--- src/rtl/hash_table_lp.sv ---
// hash_table_lp: open-addressing key/value table with linear probing and
// tombstone delete. One slot is examined per clock; commands arrive on a
// valid/ready port and each completes with a one-cycle res_valid strobe that
// carries the value, an error flag, the probe count and the occupancy.
module hash_table_lp #(
    parameter int    KEY_WIDTH      = 32,
    parameter int    VALUE_WIDTH    = 32,
    parameter int    TOTAL_ENTRY    = 16,
    parameter string HASH_ALGORITHM = "MODULUS"
) (
    input  logic                           clk,
    input  logic                           rst,
    input  logic                           op_valid,
    output logic                           op_ready,
    input  logic [1:0]                     op_sel,
    input  logic [KEY_WIDTH-1:0]           key_in,
    input  logic [VALUE_WIDTH-1:0]         value_in,
    output logic                           res_valid,
    output logic [VALUE_WIDTH-1:0]         value_out,
    output logic                           op_error,
    output logic [$clog2(TOTAL_ENTRY):0]   probe_count,
    output logic [$clog2(TOTAL_ENTRY):0]   used_count
);

    localparam int INDEX_WIDTH = $clog2(TOTAL_ENTRY);
    localparam int NUM_CHUNKS  = (KEY_WIDTH + INDEX_WIDTH - 1) / INDEX_WIDTH;
    localparam int PAD_WIDTH   = NUM_CHUNKS * INDEX_WIDTH;

    localparam logic [1:0] OP_INSERT = 2'b00;
    localparam logic [1:0] OP_DELETE = 2'b01;
    localparam logic [1:0] OP_SEARCH = 2'b10;
    localparam logic [1:0] OP_CLEAR  = 2'b11;

    localparam logic [INDEX_WIDTH-1:0] IDX_ONE   = {{(INDEX_WIDTH-1){1'b0}}, 1'b1};
    localparam logic [INDEX_WIDTH-1:0] LAST_K    = INDEX_WIDTH'(TOTAL_ENTRY - 1);
    localparam logic [INDEX_WIDTH:0]   COUNT_ONE = {{INDEX_WIDTH{1'b0}}, 1'b1};

    typedef enum logic [1:0] {
        SLOT_EMPTY = 2'd0,
        SLOT_VALID = 2'd1,
        SLOT_TOMB  = 2'd2
    } slot_t;

    typedef enum logic [1:0] {
        ST_IDLE  = 2'd0,
        ST_PROBE = 2'd1,
        ST_CLEAR = 2'd2,
        ST_DONE  = 2'd3
    } fsm_t;

    // Home slot of a key: low index bits, or XOR of all index-sized chunks
    // (final chunk zero-padded) when folding is selected.
    function automatic logic [INDEX_WIDTH-1:0] hash_fn(input logic [KEY_WIDTH-1:0] key);
        logic [PAD_WIDTH-1:0]   padded;
        logic [INDEX_WIDTH-1:0] acc;
        padded                 = {PAD_WIDTH{1'b0}};
        padded[KEY_WIDTH-1:0]  = key;
        acc                    = {INDEX_WIDTH{1'b0}};
        for (int i = 0; i < NUM_CHUNKS; i++) begin
            acc = acc ^ padded[i*INDEX_WIDTH +: INDEX_WIDTH];
        end
        if (HASH_ALGORITHM == "XOR_FOLD") begin
            return acc;
        end else begin
            return key[INDEX_WIDTH-1:0];
        end
    endfunction

    // Storage: slot state is reset, key/value payload is not.
    slot_t                  slot_state_r [TOTAL_ENTRY];
    logic [KEY_WIDTH-1:0]   key_mem_r    [TOTAL_ENTRY];
    logic [VALUE_WIDTH-1:0] val_mem_r    [TOTAL_ENTRY];

    // Command latched at the handshake plus probe bookkeeping.
    fsm_t                   state_r;
    logic [1:0]             op_r;
    logic [KEY_WIDTH-1:0]   key_r;
    logic [VALUE_WIDTH-1:0] value_r;
    logic [INDEX_WIDTH-1:0] idx_r;
    logic [INDEX_WIDTH-1:0] k_r;
    logic                   tomb_seen_r;
    logic [INDEX_WIDTH-1:0] tomb_idx_r;

    // Per-probe decision.
    slot_t                  cur_state_s;
    logic                   cur_match_s;
    logic                   last_s;
    logic                   term_s;
    logic                   err_s;
    logic [VALUE_WIDTH-1:0] rval_s;
    logic                   kv_we_s;
    logic                   slot_we_s;
    logic [INDEX_WIDTH-1:0] wr_idx_s;
    slot_t                  slot_new_s;
    logic                   used_inc_s;
    logic                   used_dec_s;

    assign cur_state_s = slot_state_r[idx_r];
    assign cur_match_s = (cur_state_s == SLOT_VALID) && (key_mem_r[idx_r] == key_r);
    assign last_s      = (k_r == LAST_K);

    // Decide whether the slot under examination ends the operation and what
    // it writes back. A remembered tombstone (or a tombstone at the final
    // probe) is preferred over an empty slot as the insert target.
    always_comb begin
        term_s     = 1'b0;
        err_s      = 1'b0;
        rval_s     = {VALUE_WIDTH{1'b0}};
        kv_we_s    = 1'b0;
        slot_we_s  = 1'b0;
        wr_idx_s   = idx_r;
        slot_new_s = SLOT_VALID;
        used_inc_s = 1'b0;
        used_dec_s = 1'b0;
        if (state_r == ST_PROBE) begin
            case (op_r)
                OP_SEARCH: begin
                    if (cur_match_s) begin
                        term_s = 1'b1;
                        rval_s = val_mem_r[idx_r];
                    end else if ((cur_state_s == SLOT_EMPTY) || last_s) begin
                        term_s = 1'b1;
                        err_s  = 1'b1;
                    end else begin
                        term_s = 1'b0;
                    end
                end
                OP_DELETE: begin
                    if (cur_match_s) begin
                        term_s     = 1'b1;
                        slot_we_s  = 1'b1;
                        slot_new_s = SLOT_TOMB;
                        used_dec_s = 1'b1;
                    end else if ((cur_state_s == SLOT_EMPTY) || last_s) begin
                        term_s = 1'b1;
                        err_s  = 1'b1;
                    end else begin
                        term_s = 1'b0;
                    end
                end
                OP_INSERT: begin
                    if (cur_match_s) begin
                        term_s  = 1'b1;
                        kv_we_s = 1'b1;
                    end else if ((cur_state_s == SLOT_EMPTY) || last_s) begin
                        term_s = 1'b1;
                        if (tomb_seen_r) begin
                            kv_we_s    = 1'b1;
                            slot_we_s  = 1'b1;
                            wr_idx_s   = tomb_idx_r;
                            used_inc_s = 1'b1;
                        end else if (cur_state_s != SLOT_VALID) begin
                            kv_we_s    = 1'b1;
                            slot_we_s  = 1'b1;
                            used_inc_s = 1'b1;
                        end else begin
                            err_s = 1'b1;
                        end
                    end else begin
                        term_s = 1'b0;
                    end
                end
                default: begin
                    term_s = 1'b1;
                end
            endcase
        end else begin
            term_s = 1'b0;
        end
    end

    // Key/value payload write for inserts and updates.
    always_ff @(posedge clk) begin
        if (kv_we_s) begin
            key_mem_r[wr_idx_s] <= key_r;
            val_mem_r[wr_idx_s] <= value_r;
        end
    end

    // Control FSM: command capture, probe walk, slot-state and occupancy
    // updates, and the registered result outputs.
    always_ff @(posedge clk or posedge rst) begin
        if (rst) begin
            state_r     <= ST_IDLE;
            op_r        <= OP_INSERT;
            key_r       <= {KEY_WIDTH{1'b0}};
            value_r     <= {VALUE_WIDTH{1'b0}};
            idx_r       <= {INDEX_WIDTH{1'b0}};
            k_r         <= {INDEX_WIDTH{1'b0}};
            tomb_seen_r <= 1'b0;
            tomb_idx_r  <= {INDEX_WIDTH{1'b0}};
            op_ready    <= 1'b1;
            res_valid   <= 1'b0;
            value_out   <= {VALUE_WIDTH{1'b0}};
            op_error    <= 1'b0;
            probe_count <= {(INDEX_WIDTH+1){1'b0}};
            used_count  <= {(INDEX_WIDTH+1){1'b0}};
            for (int i = 0; i < TOTAL_ENTRY; i++) begin
                slot_state_r[i] <= SLOT_EMPTY;
            end
        end else begin
            case (state_r)
                ST_IDLE: begin
                    res_valid <= 1'b0;
                    if (op_valid) begin
                        op_ready    <= 1'b0;
                        op_r        <= op_sel;
                        key_r       <= key_in;
                        value_r     <= value_in;
                        idx_r       <= hash_fn(key_in);
                        k_r         <= {INDEX_WIDTH{1'b0}};
                        tomb_seen_r <= 1'b0;
                        state_r     <= (op_sel == OP_CLEAR) ? ST_CLEAR : ST_PROBE;
                    end else begin
                        op_ready <= 1'b1;
                    end
                end
                ST_CLEAR: begin
                    for (int i = 0; i < TOTAL_ENTRY; i++) begin
                        slot_state_r[i] <= SLOT_EMPTY;
                    end
                    used_count  <= {(INDEX_WIDTH+1){1'b0}};
                    value_out   <= {VALUE_WIDTH{1'b0}};
                    op_error    <= 1'b0;
                    probe_count <= {(INDEX_WIDTH+1){1'b0}};
                    res_valid   <= 1'b1;
                    state_r     <= ST_DONE;
                end
                ST_PROBE: begin
                    if (term_s) begin
                        if (slot_we_s) begin
                            slot_state_r[wr_idx_s] <= slot_new_s;
                        end
                        if (used_inc_s) begin
                            used_count <= used_count + COUNT_ONE;
                        end else if (used_dec_s) begin
                            used_count <= used_count - COUNT_ONE;
                        end
                        value_out   <= rval_s;
                        op_error    <= err_s;
                        probe_count <= {1'b0, k_r} + COUNT_ONE;
                        res_valid   <= 1'b1;
                        state_r     <= ST_DONE;
                    end else begin
                        if (!tomb_seen_r && (cur_state_s == SLOT_TOMB)) begin
                            tomb_seen_r <= 1'b1;
                            tomb_idx_r  <= idx_r;
                        end
                        idx_r <= idx_r + IDX_ONE;
                        k_r   <= k_r + IDX_ONE;
                    end
                end
                ST_DONE: begin
                    res_valid <= 1'b0;
                    op_ready  <= 1'b1;
                    state_r   <= ST_IDLE;
                end
                default: begin
                    res_valid <= 1'b0;
                    op_ready  <= 1'b1;
                    state_r   <= ST_IDLE;
                end
            endcase
        end
    end

endmodule
--- config.mk ---
export PLATFORM = sky130hd
export DESIGN_NAME = hash_table_lp
export DESIGN_NICKNAME = d
export VERILOG_FILES = /design/src/rtl/hash_table_lp.sv
export SDC_FILE = /design/constraint.sdc
export NUM_CORES = 1
export LEC_CHECK = 0
export ABC_AREA = 1
export BUFFER_PORTS_ARGS = -buffer_cell sky130_fd_sc_hd__buf_2
export CELL_PAD_IN_SITES_DETAIL_PLACEMENT = 1
export CELL_PAD_IN_SITES_GLOBAL_PLACEMENT = 1
export CORE_ASPECT_RATIO = 0.6
export CORE_MARGIN = 2
export CORE_UTILIZATION = 40
export CTS_CLUSTER_DIAMETER = 50
export DETAILED_ROUTE_END_ITERATION = 12
export PLACE_DENSITY = 0.67
export SLEW_MARGIN = 25
export SYNTH_ARGS = -nofsm -noshare
export SYNTH_HDL_FRONTEND = slang
export SYNTH_SLANG_ARGS = --single-unit
--- constraint.sdc ---
create_clock -name clk -period 8.5 [get_ports clk]
set_clock_uncertainty 0.1 [all_clocks]
set_input_delay 0.425 -clock clk [delete_from_list [all_inputs] [get_ports clk]]
set_output_delay 0.425 -clock clk [all_outputs]
set_load 0.005 [all_outputs]
; Yosys cells after proc, flatten, opt, wreduce, memory -nomap -nowiden
; Memories as Yosys holds them, arrays and structs flattened.
; Index checks and enable logic that the tools add are counted.
[totals]
regBits = 158
ram_bits = 1024
in_bits = 69
output_inout_bits = 45
wordCells = 155
n_memories = 2
[mem_list]
columns = memory, words, word_bits, read_ports, rd_ports_with_merged_regs, wr, line_no
row1 = key_mem_r, 16, 32, 1, 0, 1, 71  ; logic [KEY_WIDTH-1:0] key_mem_r [TOTAL_ENTRY];
row2 = val_mem_r, 16, 32, 1, 0, 1, 72  ; logic [VALUE_WIDTH-1:0] val_mem_r [TOTAL_ENTRY];
[op_classes]
n_addsub = 5
n_lt_le_gt_ge = 3
n_eq_ne = 17
n_mux = 73
bitwise_logic = 3
n_reduce_logical = 22
[ops]
columns = operator, count
row1 = 32-bit two-way mux, 5
row2 = 32-bit one-hot mux with 2 select lines, 2
row3 = 4-bit two-way mux, 9
row4 = 32-bit bitwise mux, 1
row5 = 32-bit equality test, 1
row6 = 1-bit two-way mux, 30
row7 = 5-bit two-way mux, 4
row8 = 5-bit one-hot mux with 2 select lines, 2
row9 = 2-bit two-way mux, 9
row10 = 4-bit one-hot mux with 2 select lines, 2
row11 = 3-bit AND reduction, 4
row12 = "2-bit equality test, second input constant", 5
row13 = "5-bit greater-or-equal comparator, second input constant", 2
row14 = 4-bit inverter with 5-bit output, 2
row15 = 1-bit one-hot mux with 2 select lines, 5
row16 = "4-bit by 1-bit adder with 4-bit output, second input constant", 2
row17 = 2-bit binary-select mux with 4-bit select, 1
row18 = 2-bit demux with 4-bit select, 1
row19 = "2-bit != test, second input constant", 4
row20 = 2-bit one-hot mux with 4 select lines, 1
row21 = "2-bit by 1-bit equality test with 1-bit output, second input constant", 3
row22 = 2-bit zero test, 3
row23 = 2-bit AND reduction, 3
row24 = 2-bit nonzero test, 3
row25 = other kinds (15), 19

; Longest topological paths before layout
; Gate-level depths: netlist of the first run.
[depth]
word_depth = 19
depth_mapped = 28
mapped_depth_nobuf = 25

; Worst setup path before layout of the first run
; Ideal clock, no wire load.
[synth_timing]
kind = register to register
startpoint = reg idx_r[1]
endpoint = mem key_mem_r[12][0], enable pin
setup_ps = 644
t_arrival_ps = 8279
required_time_ps = 7756
slack_ps = -522
path_stages_with_launch = 20
n_path_buf = 2
period_less_slack_ps = 9022
cell_sequence = dfrtp_1 inv_2 buf_2 clkbuf_1 nand2_1 nand3_1 nand3_1 nand2_1 nand2_1 nand2_1 nand2_1 nor2_1 nand2_1 nor2_2 nand3_2 nand2_2 nand2_1 nand2_2 nand2_1 nor4_1
[synth_via]
elab_chain_cells = 13
word_cells_on_any_way = 24
cone_classes = 3 x eq/ne / 16 x mux / 1 x bitwise / 3 x reduce/logical / 1 x memory
[synth_rtl]
columns = element, line_no
row1 = "start, declared", 79  ; logic [INDEX_WIDTH-1:0] idx_r;
row2 = "start signal, assigned", 188  ; idx_r <= {INDEX_WIDTH{1'b0}};
row3 = "start signal, assigned", 210  ; idx_r <= hash_fn(key_in);
row4 = "start signal, assigned", 249  ; idx_r <= idx_r + IDX_ONE;
row5 = 4-bit inverter with 5-bit output (implied by the code), 98  ; assign cur_state_s = slot_state_r[idx_r];
row6 = 2-bit binary-select mux with 4-bit select, 98
row7 = 2-bit two-way mux (implied by the code) (2 in a row), 98
row8 = 2-bit by 1-bit != test with 1-bit output, 152  ; end else if (cur_state_s != SLOT_VALID) begin
row9 = 1-bit two-way mux, 152
row10 = 1-bit two-way mux, 147  ; if (tomb_seen_r) begin
row11 = 1-bit two-way mux, 145  ; end else if ((cur_state_s == SLOT_EMPTY) || last_s) begin
row12 = 1-bit two-way mux, 142  ; if (cur_match_s) begin
row13 = 1-bit two-way mux, 116  ; case (op_r)
row14 = 1-bit two-way mux, 115  ; if (state_r == ST_PROBE) begin
row15 = 1-bit two-way mux, 174  ; if (kv_we_s) begin
row16 = 1-bit two-way mux (implied by the code), 175  ; key_mem_r[wr_idx_s] <= key_r;
row17 = "end, declared", 71
; Parallel ways exist; a longest one is shown, timed or not. The select of a mux whose other input is x is not followed.

; Final worst setup path of the first run
[layout_timing]
startpoint = reg idx_r[0]
endpoint = mem key_mem_r[10][6], enable pin
; Same word-level chain as after synthesis.

==> metrics.md, run 1 <==
| Metric | Value |
|---|---|
| Die height | ~270 um |
| First-pass GRT wire length | 223000 um |
| Synth Instances | ~4.1k |
| Synth top area share | 0.634 |
| Initial antenna violation count | 2 |
| DIE AREA | between 0.1 and 0.15 mm2 |
| FF-to-FF setup slack | between 1500 and 2000 ps |
| CTS Root Cell | clkbuf_16 |
| Top cells by count, synth | nand2_1, edfxtp_1, nand3_1, nor2_1, a21oi_1 |
| I/O pins | between 100 and 150 |
| Slew Viols, Final | 0 |
| Crit-path max cell delay | between 700 and 800 ps |
| Post-CTS setup buffers | 0 |
| Clock Latency Late Sink | 740 ps |
| Row count | between 90 and 100 |
| Crit-path slowest cell | inv_8 |
| DR iter-0 viols | ~3.4k |
| Worst Setup End Kind | flop |
| Max_cap viols | 0 |
| Tot GR Track Use | 0.240 |
| Leak Pwr | approximately 21 nW |
| Core Region | between 0.1 and 0.15 mm2 |
| CP Max Fanout | 135 |
| CP required | roughly 8800 ps |
| Gr ovfl total | 0 |
| Post-layout nets | about 4.3k |
| Post-synth EDFFs | 1024 |
| Hold Vio Cnt, Final | 0 |
| Synth area leader | edfxtp_1 |
| H-tree depth | 3 |
| Max Fclk | roughly 150 MHz |
| CTS Buffer Depth | 3 |
| Post-DP HPWL | between 80000 and 90000 um |
| Post-synth ARST share | 0.134 |
| RSZ-0062 raised after global routing | false |
| Largest net degree at the start of global routing | roughly 190 |
| Post-synthesis sequential area ratio | 0.715 |
| Post-synth top flop | edfxtp_1 |
| Post-CTS Hold Buffers | 68 |
| Nature of the critical path startpoint | flop |
| Vias in the first global route | 33.5k |
| Synth area leaders | edfxtp_1, nand2_1, dfrtp_1, nand3_1, a21oi_1 |
| Via Count | roughly 33k |
| Outcome | completed |
| Worst VDD drop | around 260 uV |
| PortBufs | around 110 |
| Critical path cell sequence | inv_8, buf_4, nand2_1, nand3_1, nand3_1, nand3_1, nand2_1, nand2_1, nand2_1, inv_1, nand2_1, nor2_1, nand2_1, nor2_2, nand3_2, nand2_1, nand2_1, buf_4, nor2_4, buf_4 |
| Worst Hold Class | in2async |
| Synthesized area | 0.0485 mm2 |
| Syn Area/Cell | roughly 12 um2 |
| Crit path time final | roughly 6600 ps |
| Post-route ant nets | 0 |
| Vias per cell | 5.59 |
| DR WL/cell | about 25 um |
| Syn Nets | 4207 |
| CP Class | reg2reg |
| Final setup TNS | 0 ps |
| Pwr dens | around 350 mW/mm2 |
| Post-layout util | 0.462 |
| Die Wd | around 450 um |
| Crit path top cell by count | nand2_1 |
| GPL Wtd Cong | ~0.83 |
| Yosys cell types | 45 |
| FF+latch count, synth | between 1k and 1.5k |
| Final setup viols | 0 |
| Num CTS Buffers | 112 |
| Yosys warning count | 0 |
| CTS tree | built |
| Remaining DRCs | 0 |
| Post_cts resized | 0 |
| Initial core utilization | 0.405 |
| Max_slew headroom | 0.283 |
| Measured slew at the worst slew-check pin | 1080 ps |
| Final Routed Wirelength | approximately 150000 um |
| Share of cells above drive strength 1 | 0.105 |
| # clock sinks | 1182 |
| Area growth, synth to finish | 14.0% |
| CP arrival | a little under 7000 ps |
| Drt first pass iters | 7 |
| Count leader, synth | nand2_1 |
| Final worst-path cycle share | 0.777 |
| Clock transition at path regs | approximately 70 ps |
-- stage by stage --
step	power, mW	std cells	setup slack [ps]	instance area (um2)	hold WS (ps)
2_1_floorplan	11.7	4122	1210	48500	354
3_3_place_gp	13.9	5652	2140	50800	366
3_5_place_dp	14.1	5652	2050	50800	367
4_1_cts	19.4	5934	2010	55300	308
5_1_grt	20.3	5934	1500	55300	339
6_report	19.3	5935	1890	55300	301
-- state kept, by name (all words and copies together), names as in the netlist, 5 cells and up --
register	flops
value_r	32
key_mem_r	512
value_out	32
probe_count	5
slot_state_r	32
used_count	5
val_mem_r	512
key_r	32
-- layout make-up --
cell class | count | area (um2)
fillers | 12600 | 64400
flip-flops and latches | 1182 | 34700
multi-input cells | 2477 | 12000
clock buffers | 160 | 3210
well taps | 1600 | 2000
repair buffers | 251 | 1910
inverters | 210 | 818
clock inverters | 54 | 643
diodes | 1 | 2.50
-- worst paths after layout --
| check | to | depth (start not counted) | startpoint |
|---|---|---|---|
| worst max-delay path | key_mem_r[10][6] | 20 | idx_r[0] |
| worst min-delay path | value_r[23] | 3 | rst |
| worst max register to register | key_mem_r[10][6] | 20 | idx_r[0] |
| worst min register to register | value_out[23] | 2 | value_out[23] |
| max in group asynchronous | key_r[31] | 4 | rst |
| min in group clk | value_r[2] | 3 | value_in[2] |
-- metal layers --
| layer | global-route usage | up-vias | share of wire |
|---|---|---|---|
| li1 | - | 14800 | - |
| met5 | 0 | - | 0 |
| met4 | 0.0476 | 0 | 0.017 |
| met2 | 0.350 | 1062 | 0.43 |
| met1 | 0.379 | 17200 | 0.49 |
| met3 | 0.0328 | 158 | 0.059 |
-- kinds of logic (layout without fill, tap and decap cells) --
| group | after synthesis | in the layout | share of synthesized area |
|---|---|---|---|
| DFF | 1182 | 1182 | 0.715 |
| adders and majority gates | 16 | 16 | 0.00428 |
| other | 0 | 1 | 0 |
| xor gates and xnor gates | 2 | 2 | 0.000361 |
| muxes | 36 | 36 | 0.00833 |
| and+or+nand+nor | 1801 | 1801 | 0.152 |
| buffers and inverters | 463 | 675 | 0.0402 |
| AOI/OAI and AO/OA | 622 | 622 | 0.0799 |
-- layout by cell type, fill, tap and decap left out, drive strengths merged, types with 6 or more instances in the layout --
cell | Yosys | routed
a21oi | 250 | 250
a221oi | 73 | 73
a311oi | 44 | 44
a32o | 10 | 10
buf | 120 | 183
bufinv | 0 | 12
clkbuf | 133 | 160
clkinv | 0 | 35
dfrtp | 157 | 157
dlygate4sd3 | 0 | 68
edfxtp | 1024 | 1024
ha | 15 | 15
inv | 210 | 213
mux2 | 35 | 35
nand2 | 1130 | 1130
nand3 | 367 | 367
nand3b | 6 | 6
nor2 | 272 | 272
nor3 | 16 | 16
o211ai | 54 | 54
o21ai | 149 | 149
o41ai | 31 | 31
-- worst max-delay path: cells and delay by family, from the launching register on --
family | cells | cell delay, ps
buf+inv | 5 | 2470
flops | 1 | 720
simple gates | 15 | 2690
-- power by group --
part | internal (mW) | switching [mW] | leakage (nW) | total (mW)
Combinational | 1.58 | 4.18 | 7.56 | 5.76
Clock | 3.00 | 2.28 | 1.88 | 5.28
Sequential | 7.27 | 0.984 | 11.2 | 8.25
Total | 11.9 | 7.44 | 20.6 | 19.3
(Power assumes the default switching activity.)
==> run 2, diff against run 1 <==
Settings changed: PLACE_DENSITY 0.67 to 0.65.
Clock period 8.5 ns to 6.9 ns, I/O delays scaled along.
==> run 2 against run 1 <==
Effect of this change: power increased by 23%; global-route usage fell by 0.079 points; fmax up 16%; die area unchanged; sequential power is 21% higher; flip-flop and latch count unchanged; design area rose by 0.15%; critical path type unchanged; highest routed layer unchanged.
==> metrics.md, run 2 (synthesis results as in run 1) <==
| Metric | Value |
|---|---|
| H-tree depth | 3 |
| Worst Setup End Kind | flop |
| First-pass GRT wire length | 222000 um |
| Remaining DRCs | 0 |
| Post-CTS setup buffers | 0 |
| CP Buf/Inv Count | 3 |
| Nature of the critical path startpoint | flop |
| Hold Vio Cnt, Final | 0 |
| Largest net degree at the start of global routing | about 210 |
| Initial core utilization | 0.405 |
| Gr ovfl total | 0 |
| FF+latch area | 0.0347 mm2 |
| GPL Wtd Cong | 0.830 |
| Post-route ant nets | 0 |
| Crit-path max cell delay | 740 ps |
| Post_cts resized | 0 |
| Most frequent cells in the layout | nand2_1, edfxtp_1, nand3_1, nor2_1, a21oi_1 |
| Vias in the first global route | 33.5k |
| Worst VDD drop | ~620 uV |
| Final setup TNS | 0 ps |
| CP Class | reg2reg |
| Crit-path slowest cell | buf_4 |
| Final worst-path cycle share | 0.828 |
| Post-DP HPWL | roughly 80000 um |
| PortBufs | 113 |
| Die Wd | between 400 and 500 um |
| Max_slew headroom | 0.225 |
| CTS Buffer Depth | 3 |
| # clock sinks | around 1.2k |
| Die height | approximately 270 um |
| DRT met1 WL | between 70000 and 80000 um |
| Clock Latency Late Sink | between 700 and 800 ps |
| I/O pins | around 110 |
| DR WL met2 | around 65000 um |
| Max Fclk | about 170 MHz |
| Post-layout util | 0.463 |
| DR WL/cell | roughly 25 um |
| Post-CTS Hold Buffers | 68 |
| Drt first pass iters | 5 |
| Clock transition at path regs | 70 ps |
| CTS Root Cell | clkbuf_16 |
| Outcome | completed |
| CP arrival | between 5000 and 6000 ps |
| Max_cap viols | 0 |
| Worst Hold Class | in2async |
| Met3 WL | ~9000 um |
| DR top layer | met4 |
| DR iter-0 viols | 3134 |
| Filler cells | between 10k and 15k |
| Final setup viols | 0 |
| Num CTS Buffers | about 110 |
| Commonest non-fill, non-tap cell in the layout | nand2_1 |
| Multi-input logic area | around 0.012 mm2 |
| Area growth, synth to finish | 14.2% |
| Leak Pwr | just over 20 nW |
| Placed cells | between 5k and 6k |
| DIE AREA | 0.124 mm2 |
| Share of cells above drive strength 1 | 0.105 |
| Cell family with most CP delay | simple AND/OR/NAND/NOR gates |
| Tot GR Track Use | 0.239 |
| Vias per cell | about 5.5 |
| CP Max Fanout | between 150 and 200 |
| Measured slew at the worst slew-check pin | roughly 1200 ps |
| Top flop regs | key_mem_r: 512 flops, val_mem_r: 512 flops |
| Final Routed Wirelength | approximately 150000 um |
| Critical path cell sequence | buf_12, nor2_1, nor2_1, o21ai_0, nand3_1, nand3_1, nand2_1, nand2_1, nand2_1, nand2_1, nor2_1, nand2_1, nor2_2, nand3_2, nand2_1, nand2_1, buf_4, nor4_4, buf_4 |
| Post-layout nets | around 4.3k |
| Row count | 98 |
| Crit path time final | between 5000 and 6000 ps |
| Crit path top cell by count | nand2_1 |
| CTS tree | built |
| Slew Viols, Final | 0 |
| Initial antenna violation count | 3 |
| Pwr dens | around 430 mW/mm2 |
| Final Non-Filler Cells | slightly below 6k |
| RSZ-0062 raised after global routing | false |
| CP required | around 7200 ps |
| Core Region | between 0.1 and 0.15 mm2 |
| Via Count | about 33k |
[run 2: cell count changes in the layout (fill, tap and decap cells not counted), sizes merged]
cell	previous run	this run
buf	183	192
bufinv	12	9
clkinv	35	40
clkinvlp	4	1
inv	213	216
[run 2: area by class of cell]
class,count,area share
sequential,1182,0.627
multi-input combinational,2477,0.217
clock buffer,160,0.0572
timing repair buffer,260,0.0370
tap,1600,0.0361
inverter,210,0.0148
clock inverter,56,0.0111
antenna,1,0.0000452
[run 2: path summary, 6_finish.rpt]
path,from,endpoint,slack [ps],depth (start not counted)
worst max register to register,idx_r[0],key_mem_r[12][19],1180,19
worst min-delay path,rst,value_r[27],150,3
worst min register to register,probe_count[1],probe_count[1],390,2
max in group asynchronous,rst,idx_r[1],5200,4
min in group clk,value_in[1],value_r[1],260,3
worst max-delay path,idx_r[0],key_mem_r[12][19],1180,19
[run 2: layer usage]
layer	GRT usage	vias up
li1	-	14800
met1	0.361	17000
met2	0.359	948
met3	0.0427	168
met4	0.0504	0
met5	0	-
[run 2: report_power, final]
group | internal, mW | leakage, nW | switching [mW] | total, mW
registers | 8.96 | 11.2 | 1.04 | 10.0
logic | 2.00 | 7.63 | 5.36 | 7.36
clock network | 3.56 | 1.84 | 2.83 | 6.39
total | 14.5 | 20.6 | 9.23 | 23.8
[run 2: worst min-delay path, cell delays in order]
cell,delay [ps]
dlygate4sd3_1,530
buf_2,150
inv_8,430
[run 2: stage by stage]
step	cell area [um2]	total power, mW	hold WS, ps	worst slack, ps
2_1_floorplan	48500	14.5	314	577
3_3_place_gp	50900	17.2	362	1560
5_1_grt	55400	25.0	181	968
6_report	55400	23.8	152	1180
3_5_place_dp	50900	17.4	366	1500
4_1_cts	55400	23.9	131	1460
